--- src/rtl/addsub_quat.sv ---
// Quaternion add/subtract: four independent FP16 adder lanes sharing one add/sub
// select, with a single registered output stage.

module fp16_add (
  input  logic [15:0] i_a,
  input  logic [15:0] i_b,
  input  logic        i_sub,
  output logic [15:0] o_y
);

  logic [15:0] w_b, w_lg, w_sm;
  logic        w_a_nan, w_b_nan, w_a_inf, w_b_inf, w_eff_sub, w_sl, w_ss, w_inc;
  logic [5:0]  w_el, w_es, w_d, w_en, w_sh, w_ex;
  logic [10:0] w_ml, w_ms;
  logic [39:0] w_wide;
  logic [13:0] w_lm, w_sa, w_m;
  logic [14:0] w_sum;
  logic [3:0]  w_lz;
  logic [11:0] w_rnd;
  logic [9:0]  w_fr;

  // Leading-zero count of the 14-bit working mantissa; bit 13 is the hidden-one slot.
  function automatic logic [3:0] lzc14(input logic [13:0] v);
    lzc14 = 4'd14;
    for (int n = 0; n < 14; n++)
      if (v[n]) lzc14 = 4'(13 - n);
  endfunction

  always_comb begin
    w_b       = {i_b[15] ^ i_sub, i_b[14:0]};
    w_a_nan   = (&i_a[14:10]) & (|i_a[9:0]);
    w_b_nan   = (&w_b[14:10]) & (|w_b[9:0]);
    w_a_inf   = (&i_a[14:10]) & ~(|i_a[9:0]);
    w_b_inf   = (&w_b[14:10]) & ~(|w_b[9:0]);
    // Order operands by magnitude so the subtraction never goes negative.
    if (w_b[14:0] > i_a[14:0]) begin
      w_lg = w_b; w_sm = i_a;
    end else begin
      w_lg = i_a; w_sm = w_b;
    end
    w_sl      = w_lg[15];
    w_ss      = w_sm[15];
    w_eff_sub = w_sl ^ w_ss;
    w_el      = (w_lg[14:10] == 5'd0) ? 6'd1 : {1'b0, w_lg[14:10]};
    w_es      = (w_sm[14:10] == 5'd0) ? 6'd1 : {1'b0, w_sm[14:10]};
    w_ml      = {(w_lg[14:10] != 5'd0), w_lg[9:0]};
    w_ms      = {(w_sm[14:10] != 5'd0), w_sm[9:0]};
    w_d       = w_el - w_es;
    // Mantissa + guard/round + sticky; the wide shift keeps every bit for the sticky OR.
    w_lm      = {w_ml, 3'b000};
    w_wide    = {w_ms, 29'd0} >> w_d;
    w_sa      = {w_wide[39:27], |w_wide[26:0]};
    w_sum     = w_eff_sub ? ({1'b0, w_lm} - {1'b0, w_sa}) : ({1'b0, w_lm} + {1'b0, w_sa});
    w_lz      = 4'd0;
    w_sh      = 6'd0;
    if (w_sum[14]) begin
      w_m  = {w_sum[14:2], w_sum[1] | w_sum[0]};
      w_en = w_el + 6'd1;
    end else begin
      // Left shift is capped so the exponent bottoms out at 1 (subnormal result).
      w_lz = lzc14(w_sum[13:0]);
      w_sh = ({2'b00, w_lz} > (w_el - 6'd1)) ? (w_el - 6'd1) : {2'b00, w_lz};
      w_m  = w_sum[13:0] << w_sh;
      w_en = w_el - w_sh;
    end
    w_inc = w_m[2] & (w_m[1] | w_m[0] | w_m[3]);
    w_rnd = {1'b0, w_m[13:3]} + {11'd0, w_inc};
    if (w_rnd[11]) begin
      w_ex = w_en + 6'd1;
      w_fr = 10'd0;
    end else begin
      w_ex = w_rnd[10] ? w_en : 6'd0;
      w_fr = w_rnd[9:0];
    end

    if (w_ex >= 6'd31) o_y = {w_sl, 5'h1F, 10'd0};
    else               o_y = {w_sl, w_ex[4:0], w_fr};
    if (w_sum == 15'd0) o_y = {w_sl & w_ss, 15'd0};

    if (w_a_nan | w_b_nan)       o_y = 16'h7E00;
    else if (w_a_inf & w_b_inf)  o_y = (i_a[15] ^ w_b[15]) ? 16'h7E00 : i_a;
    else if (w_a_inf)            o_y = i_a;
    else if (w_b_inf)            o_y = w_b;
  end

endmodule

module addsub_quat (
  input  logic        clk,
  input  logic        rst_n,
  input  logic [15:0] w_in1,
  input  logic [15:0] i_in1,
  input  logic [15:0] j_in1,
  input  logic [15:0] k_in1,
  input  logic [15:0] w_in2,
  input  logic [15:0] i_in2,
  input  logic [15:0] j_in2,
  input  logic [15:0] k_in2,
  input  logic        select,
  output logic [15:0] w_out,
  output logic [15:0] i_out,
  output logic [15:0] j_out,
  output logic [15:0] k_out
);

  localparam int NUM_LANES = 4;
  localparam int VEC_W     = 16;

  logic [NUM_LANES-1:0][VEC_W-1:0] w_a, w_b, w_y, r_y;

  assign w_a = {k_in1, j_in1, i_in1, w_in1};
  assign w_b = {k_in2, j_in2, i_in2, w_in2};

  for (genvar l = 0; l < NUM_LANES; l++) begin : g_lane
    fp16_add u_lane (
      .i_a   (w_a[l]),
      .i_b   (w_b[l]),
      .i_sub (select),
      .o_y   (w_y[l])
    );
  end

  always_ff @(posedge clk or negedge rst_n) begin
    if (!rst_n) r_y <= '0;
    else        r_y <= w_y;
  end

  assign w_out = r_y[0];
  assign i_out = r_y[1];
  assign j_out = r_y[2];
  assign k_out = r_y[3];

endmodule

--- config.mk ---
export PLATFORM = sky130hd
export DESIGN_NAME = addsub_quat
export DESIGN_NICKNAME = d
export VERILOG_FILES = /design/src/rtl/addsub_quat.sv
export SDC_FILE = /design/constraint.sdc
export NUM_CORES = 1
export LEC_CHECK = 0
export ABC_AREA = 1
export BUFFER_PORTS_ARGS = -buffer_cell sky130_fd_sc_hd__buf_4
export CAP_MARGIN = 0
export CORE_MARGIN = 2
export CORE_UTILIZATION = 35
export CTS_CLUSTER_SIZE = 30
export DETAILED_ROUTE_END_ITERATION = 10
export PLACE_DENSITY_LB_ADDON = 0.12
export SLEW_MARGIN = 20
export SYNTH_ARGS = -nofsm -noshare
export SYNTH_HDL_FRONTEND = slang
export SYNTH_SLANG_ARGS = --single-unit
export TNS_END_PERCENT = 10
--- constraint.sdc ---
create_clock -name clk -period 0.8 [get_ports clk]
set_clock_uncertainty 0.2 [all_clocks]
set_input_delay 0.04 -clock clk [delete_from_list [all_inputs] [get_ports clk]]
set_output_delay 0.04 -clock clk [all_outputs]
set_load 0.05 [all_outputs]
==> run metrics, run 1 <==
Warnings, synthesis=0; total clock buffers created by CTS=9; number of enable flip-flop cells after synthesis=0; biggest area contributors in the synthesized netlist=sky130_fd_sc_hd__nand2_1 20%, sky130_fd_sc_hd__nand3_1 14%, sky130_fd_sc_hd__ha_1 13%; fraction of layout instances using a drive strength above 1=41.8%; Die Y=260 um; share of the core filled with cells=59.1%; CP max FO=6; Max Transition Viols Final=0; shortest clock period the worst path allows after layout=9.13 ns; required time of the critical path=0.83 ns; number of H-tree branching levels=3; final global-route overflow total=0; met3 wire length=3.31 mm; async set-reset flop share out of synthesis=100%; number of instances in the placed design=6225; type of the worst setup path=in -> reg; post-route fraction of the period consumed by the critical path=1140%; cell at the slowest stage of the critical path=sky130_fd_sc_hd__fa_2; area of the core region=64600 sq um; max-capacitance violation count=0; gpl congestion=0.916; maximum buffer depth of the clock tree=2; syn avg cell area=5.61 sq um; iteration count of the initial detailed-routing pass=6; list of most frequent post-synthesis cells=1194 x sky130_fd_sc_hd__nand2_1, 631 x sky130_fd_sc_hd__nand3_1, 483 x sky130_fd_sc_hd__inv_1; uppermost metal layer occupied by signal nets=met4; setup violators final=128; Worst Setup SP=j_in2[12]; port buffer count=194; Power Density=5270 nW/um^2; most common cell type on the critical path=sky130_fd_sc_hd__ha_4; initial standard-cell utilization of the core=35.4%; Syn Nets=4452; Vias per Instance=4.83; count of filler cells inserted in the layout=6309; flop and latch count out of synthesis=64; number of distinct standard cells referenced by the synthesized netlist=74; width of the die=260 um; worst slew slack as a fraction of its limit=60.9%; wire length of the first global-routing pass=140 mm; WP data arrival=9.16 ns; Final WS setup=-8.33 ns; Total Routed Length=87.6 mm; Worst Tran Pin Value=0.580 ns; cell at the root of the clock tree=sky130_fd_sc_hd__clkbuf_16; Routed met2 length=42.7 mm; standard-cell row count=93; worst hold slack across all endpoints=-0.585 ns; routed length per placed instance=13.8 um; class of the tightest hold or removal check=in -> async; post-synthesis cell type with the largest combined area=sky130_fd_sc_hd__nand2_1; share of synthesized area occupied by flip-flops and latches=7.00%; cell leakage power=20.6 nW; area grow syn2layout=66.8%; Total Nets Final=5857; count of boundary I/O pins=195; initial antenna violation count=0; status=finished with violations; setup_tns=-527.56 ns; fraction of synthesized cell area taken by the top area cell type=19.6%; met1 layer wirelength in the final routing=39.1 mm; Die Footprint=67400 sq um; register clock-pin slew on the reported worst setup and hold paths=0.06 ns; prevailing post-synth register cell=sky130_fd_sc_hd__dfrtp_1; vias in the first global route=29700; maximum number of pins on one net before global-route repair=28; ANT nets after route=0; multi-input gate area in the final layout=21000 sq um; post-synthesis instance area=22900 sq um; detailed router's first-iteration violation count=1642; capturing element type of the critical path=flip-flop; Diodes inserted=0; count of endpoints failing hold in the final timing report=66; violated checks=negative hold slack, negative setup slack; maximum clock frequency=110 MHz; global router's overall resource usage=24.8%; count of hold buffers inserted by post-cts repair=1; DRC violation count after routing=0; setup repair after global routing missed its margin=yes; library cell with the highest instance count after synthesis=sky130_fd_sc_hd__nand2_1; Sequential Area=1620 sq um; Peak supply drop=2870 uV; total number of clock tree sinks=64; stage delay of the slowest cell on the critical path=0.60 ns; startpoint class of the critical path=input pin; Post-Layout Cell Count=6341; Gate Count Post-Synth=4077; placed wire-length estimate=73.0 mm; number of vias in the routed layout=30700; TritonCTS clock tree=done
-- per-stage QoR --
step	setup WS (ns)	power (W)	cell area [sq um]
final	-8.33	0.201	38200
after global routing	-9.11	0.221	38200
after CTS	-8.36	0.185	35800
after detailed placement	-9.38	0.173	34300
after global placement	-9.32	0.172	34300
after floorplan	-8.50	0.106	23400
-- worst max-delay path: cells and delay by family --
family,cells,cell delay [ns]
XOR/XNOR,3,0.55
buffers and inverters,11,1.00
AO/OA/AOI/OAI,17,2.31
adder cells (fa/ha/maj),8,2.06
AND/OR/NAND/NOR,28,3.17
-- state kept, by name, indices dropped and copies added (netlist names) --
register	count
i_out	16
j_out	16
k_out	16
w_out	16
-- where the power goes --
| part | switching, W | internal, W |
|---|---|---|
| logic | 0.101 | 0.0887 |
| clock network | 0.00156 | 0.00270 |
| registers | 0.00135 | 0.00562 |
-- layer usage --
metal,GRT usage [%],vias up
met2,44.1,616
met4,7.20,0
li1,-,16200
met3,3.11,114
met1,31.1,13800
met5,0,-
-- final timing paths --
check	slack, ns	depth (start not counted)	to
min	-0.59	2	k_out[0]
max in group asynchronous	0.59	3	w_out[6]
min in group clk	-0.03	5	i_out[15]
max	-8.33	67	j_out[5]
-- cell usage in the layout (no fill, tap or decap), types with 13 or more instances in the layout --
cell type                 Yosys  layout
sky130_fd_sc_hd__buf_4       19    1385
sky130_fd_sc_hd__a21oi_2      0      34
sky130_fd_sc_hd__o21ai_1     41      52
sky130_fd_sc_hd__nand2_4     12      36
sky130_fd_sc_hd__inv_2       52      87
sky130_fd_sc_hd__o21ai_2     13      34
sky130_fd_sc_hd__nand2_2     80     143
sky130_fd_sc_hd__o21ai_4      6      18
sky130_fd_sc_hd__o21ai_0    150     106
sky130_fd_sc_hd__nand2_1   1194    1104
sky130_fd_sc_hd__a21oi_1    170     131
sky130_fd_sc_hd__nor4_1      19      18
sky130_fd_sc_hd__nand3_4      4      23
sky130_fd_sc_hd__inv_4        2      23
sky130_fd_sc_hd__ha_1       232     180
sky130_fd_sc_hd__nor3_2       8      15
sky130_fd_sc_hd__nor2_4      16      39
sky130_fd_sc_hd__dfrtp_1     64      48
sky130_fd_sc_hd__or2_2       21      13
sky130_fd_sc_hd__xor2_1      73      69
sky130_fd_sc_hd__nor2_1     303     265
sky130_fd_sc_hd__inv_1      483     422
sky130_fd_sc_hd__nand4_1     81      81
sky130_fd_sc_hd__nor2_2      39      54
sky130_fd_sc_hd__xnor2_1     24      17
sky130_fd_sc_hd__dfrtp_2      0      16
sky130_fd_sc_hd__ha_4         0      49
sky130_fd_sc_hd__nand3_2     29      71
sky130_fd_sc_hd__nand3_1    631     570
sky130_fd_sc_hd__nor3_1      55      38
sky130_fd_sc_hd__buf_6       27     112
-- cell type report --
class	count	share of cell area, %
Multi-Input combinational cell	3334	54.9
Timing Repair Buffer	1515	31.4
Inverter	557	5.78
Sequential cell	64	4.25
Tap cell	855	2.80
Clock buffer	9	0.590
Clock inverter	6	0.223
Timing Repair inverter	1	0.0197
-- logic make-up (layout without fill, tap and decap cells) --
kind of cell	after synthesis	after routing	synth area share [%]
compound gates	458	458	11.6
xor+xnor	103	103	4.14
fa+ha+maj	244	244	13.7
buf+inv	681	2088	12.7
flops	64	64	7.00
mux	2	2	0.0875
simple gates	2525	2527	50.7
-- timing repair --
| item | 4_1_cts | 5_1_grt |
|---|---|---|
| pin swaps | 101 | 241 |
| gates resized for setup | 243 | 414 |
| hold endpoints to repair | 67 | 66 |
| endpoints found under the setup margin | 128 | 192 |
| setup buffers | 35 | 61 |
| cloned | 4 | 2 |
Power figures use the tool's default switching activity.
==> run 2, diff against run 1 <==
--- a/config.mk
+++ b/config.mk
@@ -16,5 +16,6 @@
 export SLEW_MARGIN = 20
 export SYNTH_ARGS = -nofsm -noshare
 export SYNTH_HDL_FRONTEND = slang
+export SYNTH_HIERARCHICAL = 1
 export SYNTH_SLANG_ARGS = --single-unit
 export TNS_END_PERCENT = 10
==> run 2 against run 1 <==
The run still ends with negative hold slack, negative setup slack left. Non-clock buffer count increased by 37. Flip-flop and latch count unchanged. Core utilization decreased by 0.92 points. Final area increased by 2.4%. Sequential share of layout area decreased by 0.12 points. Fmax increased by 1.7%. Critical path type unchanged. Critical endpoint is now k_out[11].
==> run metrics, run 2 <==
worst hold slack across all endpoints=-0.662 ns (was -0.585 ns); setup repair after global routing missed its margin=yes (unchanged); area of the core region=67200 sq um (was 64600 sq um); iteration count of the initial detailed-routing pass=6 (unchanged); maximum buffer depth of the clock tree=2 (unchanged); class of the tightest hold or removal check=in -> async (unchanged); post-route fraction of the period consumed by the critical path=1120% (was 1140%); routed length per placed instance=13.9 um (was 13.8 um); vias in the first global route=29900 (was 29700); standard-cell row count=95 (was 93); number of instances in the placed design=6378 (was 6225); combinational family with the most area after synthesis=simple AND/OR/NAND/NOR gates (unchanged); Post-Layout Cell Count=6537 (was 6341); CP max FO=8 (was 6); detailed router's first-iteration violation count=1645 (was 1642); stage delay of the slowest cell on the critical path=0.72 ns (was 0.60 ns); startpoint class of the critical path=input pin (unchanged); TritonCTS clock tree=done (unchanged); post-synthesis adder-cell area fraction=13.2% (was 13.7%); Max Transition Viols Final=0 (unchanged); Warnings, synthesis=6 (was 0); cell leakage power=21.2 nW (was 20.6 nW); share of synthesized area occupied by flip-flops and latches=6.75% (was 7.00%); Worst Setup SP=k_in1[12] (was j_in2[12]); Worst Tran Pin Value=0.720 ns (was 0.580 ns); required time of the critical path=0.89 ns (was 0.83 ns); net switching power=0.104 W (about the same); capturing element type of the critical path=flip-flop (unchanged); WP data arrival=9.07 ns (was 9.16 ns); commonest cells after routing, fill and taps aside=1425 x sky130_fd_sc_hd__buf_4, 1135 x sky130_fd_sc_hd__nand2_1, 601 x sky130_fd_sc_hd__nand3_1, 434 x sky130_fd_sc_hd__inv_1, 300 x sky130_fd_sc_hd__nor2_1 (was 1385 x sky130_fd_sc_hd__buf_4, 1104 x sky130_fd_sc_hd__nand2_1, 570 x sky130_fd_sc_hd__nand3_1, 422 x sky130_fd_sc_hd__inv_1, 265 x sky130_fd_sc_hd__nor2_1); gpl congestion=0.970 (was 0.916); list of most frequent post-synthesis cells=1218 x sky130_fd_sc_hd__nand2_1, 631 x sky130_fd_sc_hd__nand3_1, 516 x sky130_fd_sc_hd__inv_1 (was 1194 x sky130_fd_sc_hd__nand2_1, 631 x sky130_fd_sc_hd__nand3_1, 483 x sky130_fd_sc_hd__inv_1); port buffer count=194 (unchanged); prevailing post-synth register cell=sky130_fd_sc_hd__dfrtp_1 (unchanged); initial antenna violation count=1 (was 0); placed wire-length estimate=76.0 mm (was 73.0 mm); combinational power share=94.6% (was 94.4%); type of the worst setup path=in -> reg (unchanged); Total Nets Final=6033 (was 5857); number of enable flip-flop cells after synthesis=0 (unchanged); Power Density=5010 nW/um^2 (was 5270 nW/um^2); area grow syn2layout=64.7% (was 66.8%); Final WS setup=-8.18 ns (was -8.33 ns); fraction of layout instances using a drive strength above 1=41.8% (about the same); post-synthesis cell type with the largest combined area=sky130_fd_sc_hd__nand2_1 (unchanged); setup_tns=-523.16 ns (was -527.56 ns); switching power share of the total=52.9% (was 51.8%); number of vias in the routed layout=31600 (was 30700); Die Y=264 um (was 260 um); wire length of the first global-routing pass=146 mm (was 140 mm); library cell with the highest instance count after synthesis=sky130_fd_sc_hd__nand2_1 (unchanged); shortest clock period the worst path allows after layout=8.98 ns (was 9.13 ns); final design area excluding fillers=39100 sq um (was 38200 sq um); DRC violation count after routing=0 (unchanged); number of distinct standard cells referenced by the synthesized netlist=72 (was 74); maximum clock frequency=111 MHz (was 110 MHz); async set-reset flop share out of synthesis=100% (unchanged); maximum number of pins on one net before global-route repair=36 (was 28); number of H-tree branching levels=3 (unchanged); xor-xnor portion of the synthesized cell area=3.83% (was 4.14%); initial standard-cell utilization of the core=35.3% (was 35.4%); violated checks=negative hold slack, negative setup slack (unchanged); width of the die=264 um (was 260 um); Clk pwr share=2.0% (was 2.1%); status=finished with violations (unchanged); setup violators final=128 (unchanged); biggest area contributors in the synthesized netlist=sky130_fd_sc_hd__nand2_1 19%, sky130_fd_sc_hd__nand3_1 13%, sky130_fd_sc_hd__ha_1 12% (was sky130_fd_sc_hd__nand2_1 20%, sky130_fd_sc_hd__nand3_1 14%, sky130_fd_sc_hd__ha_1 13%); Vias per Instance=4.84 (was 4.83); Post-Synth Simple-Gate Area=52.6% (was 50.7%); Total Routed Length=91.0 mm (was 87.6 mm); Compound-Gate Fraction of Synth Area=10.2% (was 11.6%); fraction of synthesized cell area taken by the top area cell type=19.3% (was 19.6%); most common library cell in the layout ignoring fill and taps=sky130_fd_sc_hd__buf_4 (unchanged); flop and latch count out of synthesis=64 (unchanged); global router's overall resource usage=25.1% (was 24.8%); instance area after placement=35300 sq um (was 34300 sq um); cell at the slowest stage of the critical path=sky130_fd_sc_hd__fa_2 (unchanged); max-capacitance violation count=0 (unchanged); register clock-pin slew on the reported worst setup and hold paths=0.06 ns (about the same); count of filler cells inserted in the layout=6634 (was 6309); total number of clock tree sinks=64 (unchanged); final global-route overflow total=0 (unchanged); count of endpoints failing hold in the final timing report=69 (was 66); syn avg cell area=5.63 sq um (was 5.61 sq um); cell at the root of the clock tree=sky130_fd_sc_hd__clkbuf_16 (unchanged); Power Internal=0.0921 W (was 0.0970 W); Peak supply drop=3000 uV (was 2870 uV); most common cell type on the critical path=sky130_fd_sc_hd__nand2_1 (was sky130_fd_sc_hd__ha_4); total clock buffers created by CTS=9 (unchanged); post-synthesis instance area=23700 sq um (was 22900 sq um); Gate Count Post-Synth=4216 (was 4077); power share of the sequential group=3.5% (about the same); Die Footprint=69900 sq um (was 67400 sq um); Worst Setup Slack post-DPL=-9.18 ns (was -9.38 ns); multiplexer share of the synthesized area=0.127% (was 0.0875%); Syn Nets=4591 (was 4452); ANT nets after route=0 (unchanged); worst slew slack as a fraction of its limit=51.5% (was 60.9%); count of boundary I/O pins=195 (unchanged)
run 2: path summary, 6_finish.rpt:
check	endpoint	slack, ns	depth (start not counted)
worst max-delay path	k_out[11]	-8.18	74
worst min-delay path	j_out[4]	-0.66	1
max in group asynchronous	w_out[12]	0.60	2
min in group clk	j_out[9]	-0.09	5
run 2: critical path, delay by kind of cell:
family	cells	cell delay, ns
fa+ha+maj	8	2.36
simple gates	36	3.44
buf+inv	15	1.22
compound gates	13	1.62
xor+xnor	2	0.37
run 2: layout make-up:
cell class                 instances  area (sq um)  area share [%]
inverter                         592          2350            6.01
timing repair buffer            1552         12300            31.5
multi-input combinational       3437         21400            54.8
clock buffer                      10           239           0.612
antenna                            1          2.50         0.00640
sequential                        64          1610            4.12
timing repair inverter             2          11.3          0.0288
tap                              873          1090            2.80
clock inverter                     6          42.5           0.109
run 2: layer usage:
layer / up-vias / GRT usage [%] / part of all wire [%]
met5: - / 0 / 0
met4: 0 / 6.30 / 2.3
met3: 113 / 2.71 / 4.2
met2: 647 / 43.3 / 47
met1: 14200 / 33.2 / 46
li1: 16700 / - / -
run 2: through the flow:
step / total power, W / utilization, %
2_1_floorplan: 0.104 / -
3_3_place_gp: 0.169 / 52.6
3_5_place_dp: 0.170 / 52.6
4_1_cts: 0.184 / 55.7
5_1_grt: 0.215 / 58.2
6_report: 0.196 / 58.2
run 2: kinds of logic after synthesis:
| kind of cell | Yosys count |
|---|---|
| AND/OR/NAND/NOR | 2651 |
| buffers and inverters | 723 |
| flip-flops | 64 |
| adder cells (fa/ha/maj) | 244 |
| AO/OA/AOI/OAI | 428 |
| XOR/XNOR | 103 |
| multiplexers | 3 |
run 2: power groups by stage:
stage                     clock, W  sequential (W)  combinational [W]
after floorplan                  0          0.0112             0.0926
after global placement           0         0.00650              0.163
after detailed placement         0         0.00650              0.164
after CTS                  0.00399         0.00681              0.173
after global routing       0.00411         0.00690              0.204
final                      0.00383         0.00681              0.185
run 2: what timing repair did:
item	CTS	global route
gates cloned	3	9
pin swaps	101	168
buffers inserted	92	43
setup endpoints to repair	128	128
hold endpoints to repair	70	68
gates resized for setup	285	310
==> run 3, diff against run 2 <==
--- a/config.mk
+++ b/config.mk
@@ -13,6 +13,7 @@
 export CTS_CLUSTER_SIZE = 30
 export DETAILED_ROUTE_END_ITERATION = 10
 export PLACE_DENSITY_LB_ADDON = 0.12
+export SKIP_LAST_GASP = 1
 export SLEW_MARGIN = 20
 export SYNTH_ARGS = -nofsm -noshare
 export SYNTH_HDL_FRONTEND = slang
==> run 3 against run 2 <==
The run still ends with negative hold slack, negative setup slack left. Total power down 0.93%. Global-route usage is 0.075 points lower. Setup slack better by 0.0025 ns. Count of clock-buffer cells in the layout unchanged. Fmax about the same. Non-clock buffer count is 4 higher. Sequential share of layout area about the same. Combinational power about the same. Via count is 0.42% higher. Final cell count about the same. Largest power group unchanged.
==> run metrics, run 3 (synthesized netlist as in run 2, its figures left out) <==
Clk pwr share=2.0% (about the same); Die Y=264 um (unchanged); class of the tightest hold or removal check=in -> async (unchanged); Worst Tran Pin Value=0.722 ns (was 0.720 ns); final global-route overflow total=0 (unchanged); CP endpoint=k_out[6] (was k_out[11]); register clock-pin slew on the reported worst setup and hold paths=0.06 ns (about the same); gpl congestion=0.970 (unchanged); WP data arrival=9.01 ns (was 9.07 ns); wire length of the first global-routing pass=146 mm (about the same); setup repair after global routing missed its margin=yes (unchanged); count of endpoints failing hold in the final timing report=69 (unchanged); vias in the first global route=29800 (was 29900); violated checks=negative hold slack, negative setup slack (unchanged); combinational power share=94.7% (was 94.6%); Peak supply drop=2720 uV (was 3000 uV); maximum number of pins on one net before global-route repair=36 (unchanged); Max Transition Viols Final=0 (unchanged); routed length per placed instance=13.9 um (about the same); width of the die=264 um (unchanged); detailed router's first-iteration violation count=1774 (was 1645); Power Density=5000 nW/um^2 (was 5010 nW/um^2); status=finished with violations (unchanged); worst slew slack as a fraction of its limit=51.4% (was 51.5%); cell leakage power=21.1 nW (was 21.2 nW); TritonCTS clock tree=done (unchanged); stage delay of the slowest cell on the critical path=0.65 ns (was 0.72 ns); count of boundary I/O pins=195 (unchanged); count of filler cells inserted in the layout=6663 (was 6634); commonest cells after routing, fill and taps aside=1495 x sky130_fd_sc_hd__buf_4, 1141 x sky130_fd_sc_hd__nand2_1, 603 x sky130_fd_sc_hd__nand3_1, 442 x sky130_fd_sc_hd__inv_1, 306 x sky130_fd_sc_hd__nor2_1 (was 1425 x sky130_fd_sc_hd__buf_4, 1135 x sky130_fd_sc_hd__nand2_1, 601 x sky130_fd_sc_hd__nand3_1, 434 x sky130_fd_sc_hd__inv_1, 300 x sky130_fd_sc_hd__nor2_1); worst hold slack across all endpoints=-0.658 ns (was -0.662 ns); port buffer count=194 (unchanged); initial standard-cell utilization of the core=35.3% (unchanged); number of vias in the routed layout=31800 (was 31600); ANT nets after route=0 (unchanged); global router's overall resource usage=25.0% (was 25.1%); type of the worst setup path=in -> reg (unchanged); area grow syn2layout=63.3% (was 64.7%); capturing element type of the critical path=flip-flop (unchanged); Power Internal=0.0910 W (was 0.0921 W); most common library cell in the layout ignoring fill and taps=sky130_fd_sc_hd__buf_4 (unchanged); Worst Setup Slack post-DPL=-9.18 ns (unchanged); net switching power=0.103 W (was 0.104 W); Die Footprint=69900 sq um (unchanged); startpoint class of the critical path=input pin (unchanged); maximum buffer depth of the clock tree=2 (unchanged); placed wire-length estimate=76.0 mm (unchanged); share of the core filled with cells=57.7% (was 58.2%); maximum clock frequency=111 MHz (about the same); cell at the slowest stage of the critical path=sky130_fd_sc_hd__fa_2 (unchanged); most common cell type on the critical path=sky130_fd_sc_hd__nand2_1 (unchanged); area of the core region=67200 sq um (unchanged); CP max FO=9 (was 8); power share of the sequential group=3.4% (was 3.5%); shortest clock period the worst path allows after layout=8.98 ns (about the same); Worst Setup SP=k_in1[12] (unchanged); fraction of layout instances using a drive strength above 1=41.1% (was 41.8%); Total Routed Length=90.9 mm (was 91.0 mm); setup violators final=128 (unchanged); switching power share of the total=53.0% (was 52.9%); Vias per Instance=4.86 (was 4.84); max-capacitance violation count=0 (unchanged); initial antenna violation count=1 (unchanged); Total Nets Final=6036 (was 6033); crit path buf inv count=16 (was 15); cell at the root of the clock tree=sky130_fd_sc_hd__clkbuf_16 (unchanged); cell family with the largest share of critical-path delay=simple AND/OR/NAND/NOR gates (unchanged); required time of the critical path=0.84 ns (was 0.89 ns); iteration count of the initial detailed-routing pass=6 (unchanged); Final WS setup=-8.18 ns (about the same); total number of clock tree sinks=64 (unchanged); final design area excluding fillers=38700 sq um (was 39100 sq um); DRC violation count after routing=0 (unchanged); setup_tns=-526.88 ns (was -523.16 ns); total clock buffers created by CTS=9 (unchanged); standard-cell row count=95 (unchanged); post-route fraction of the period consumed by the critical path=1120% (about the same); logic depth of the worst setup path including buffers=74 (unchanged); number of H-tree branching levels=3 (unchanged); instance area after placement=35300 sq um (unchanged)
==> run 3: cell types whose count changed in the layout (fill, tap and decap cells not counted), moves of 4 or more <==
cell	previous run	this run
sky130_fd_sc_hd__nor3_1	36	40
sky130_fd_sc_hd__nor2_2	61	56
sky130_fd_sc_hd__dfrtp_1	56	64
sky130_fd_sc_hd__nor2_1	300	306
sky130_fd_sc_hd__inv_2	107	99
sky130_fd_sc_hd__buf_6	101	35
sky130_fd_sc_hd__nand2_2	149	145
sky130_fd_sc_hd__dfrtp_2	8	0
sky130_fd_sc_hd__inv_1	434	442
sky130_fd_sc_hd__nand2_1	1135	1141
sky130_fd_sc_hd__buf_4	1425	1495
==> run 3: layer usage <==
layer	vias to the layer above	wire length [um]	track usage (%)
met5	-	0	0
met4	0	2070	6.17
met3	106	3990	2.57
met2	702	43100	43.1
met1	14300	41800	33.4
li1	16600	-	-
==> run 3: worst min path at each step <==
stage,startpoint,endpoint,slack [ns]
after CTS,rst_n,j_out[4],-0.68
final,rst_n,j_out[4],-0.66
after global routing,rst_n,j_out[4],-0.67
after floorplan,rst_n,i_out[0],-0.46
after detailed placement,rst_n,j_out[4],-0.28
after global placement,rst_n,j_out[4],-0.28
==> run 3: final cells by class <==
type / count / area, sq um / share of cell area [%]
flip-flops and latches: 64 / 1600 / 4.13
inverters: 592 / 2350 / 6.06
repair inverters: 1 / 6.26 / 0.0161
well taps: 873 / 1090 / 2.82
repair buffers: 1556 / 12100 / 31.2
clock buffers: 10 / 239 / 0.617
multi-input cells: 3437 / 21300 / 55.0
clock inverters: 6 / 42.5 / 0.110
diodes: 1 / 2.50 / 0.00646
==> run 3: power groups by stage <==
| stage | Clock [W] | Combinational (W) | Sequential [W] |
|---|---|---|---|
| final | 0.00382 | 0.184 | 0.00651 |
| after floorplan | 0 | 0.0926 | 0.0112 |
| after global placement | 0 | 0.163 | 0.00650 |
| after CTS | 0.00399 | 0.172 | 0.00650 |
| after detailed placement | 0 | 0.164 | 0.00650 |
| after global routing | 0.00411 | 0.203 | 0.00656 |
==> run 3: what timing repair did <==
item                                    4_1_cts  5_1_grt
endpoints found under the setup margin      128      128
setup buffers                                92       47
endpoints found under the hold margin        70       68
pin swaps                                    81      163
gates resized for setup                     178      308
cloned                                        3        8
==> run 3: stage by stage <==
| stage | cells | hold WS [ns] | power, W |
|---|---|---|---|
| detailed placement | 6378 | -0.278 | 0.170 |
| global placement | 6378 | -0.282 | 0.169 |
| CTS | 6487 | -0.681 | 0.182 |
| floorplan | 4216 | -0.456 | 0.104 |
| global route | 6540 | -0.672 | 0.213 |
| finish | 6540 | -0.658 | 0.194 |
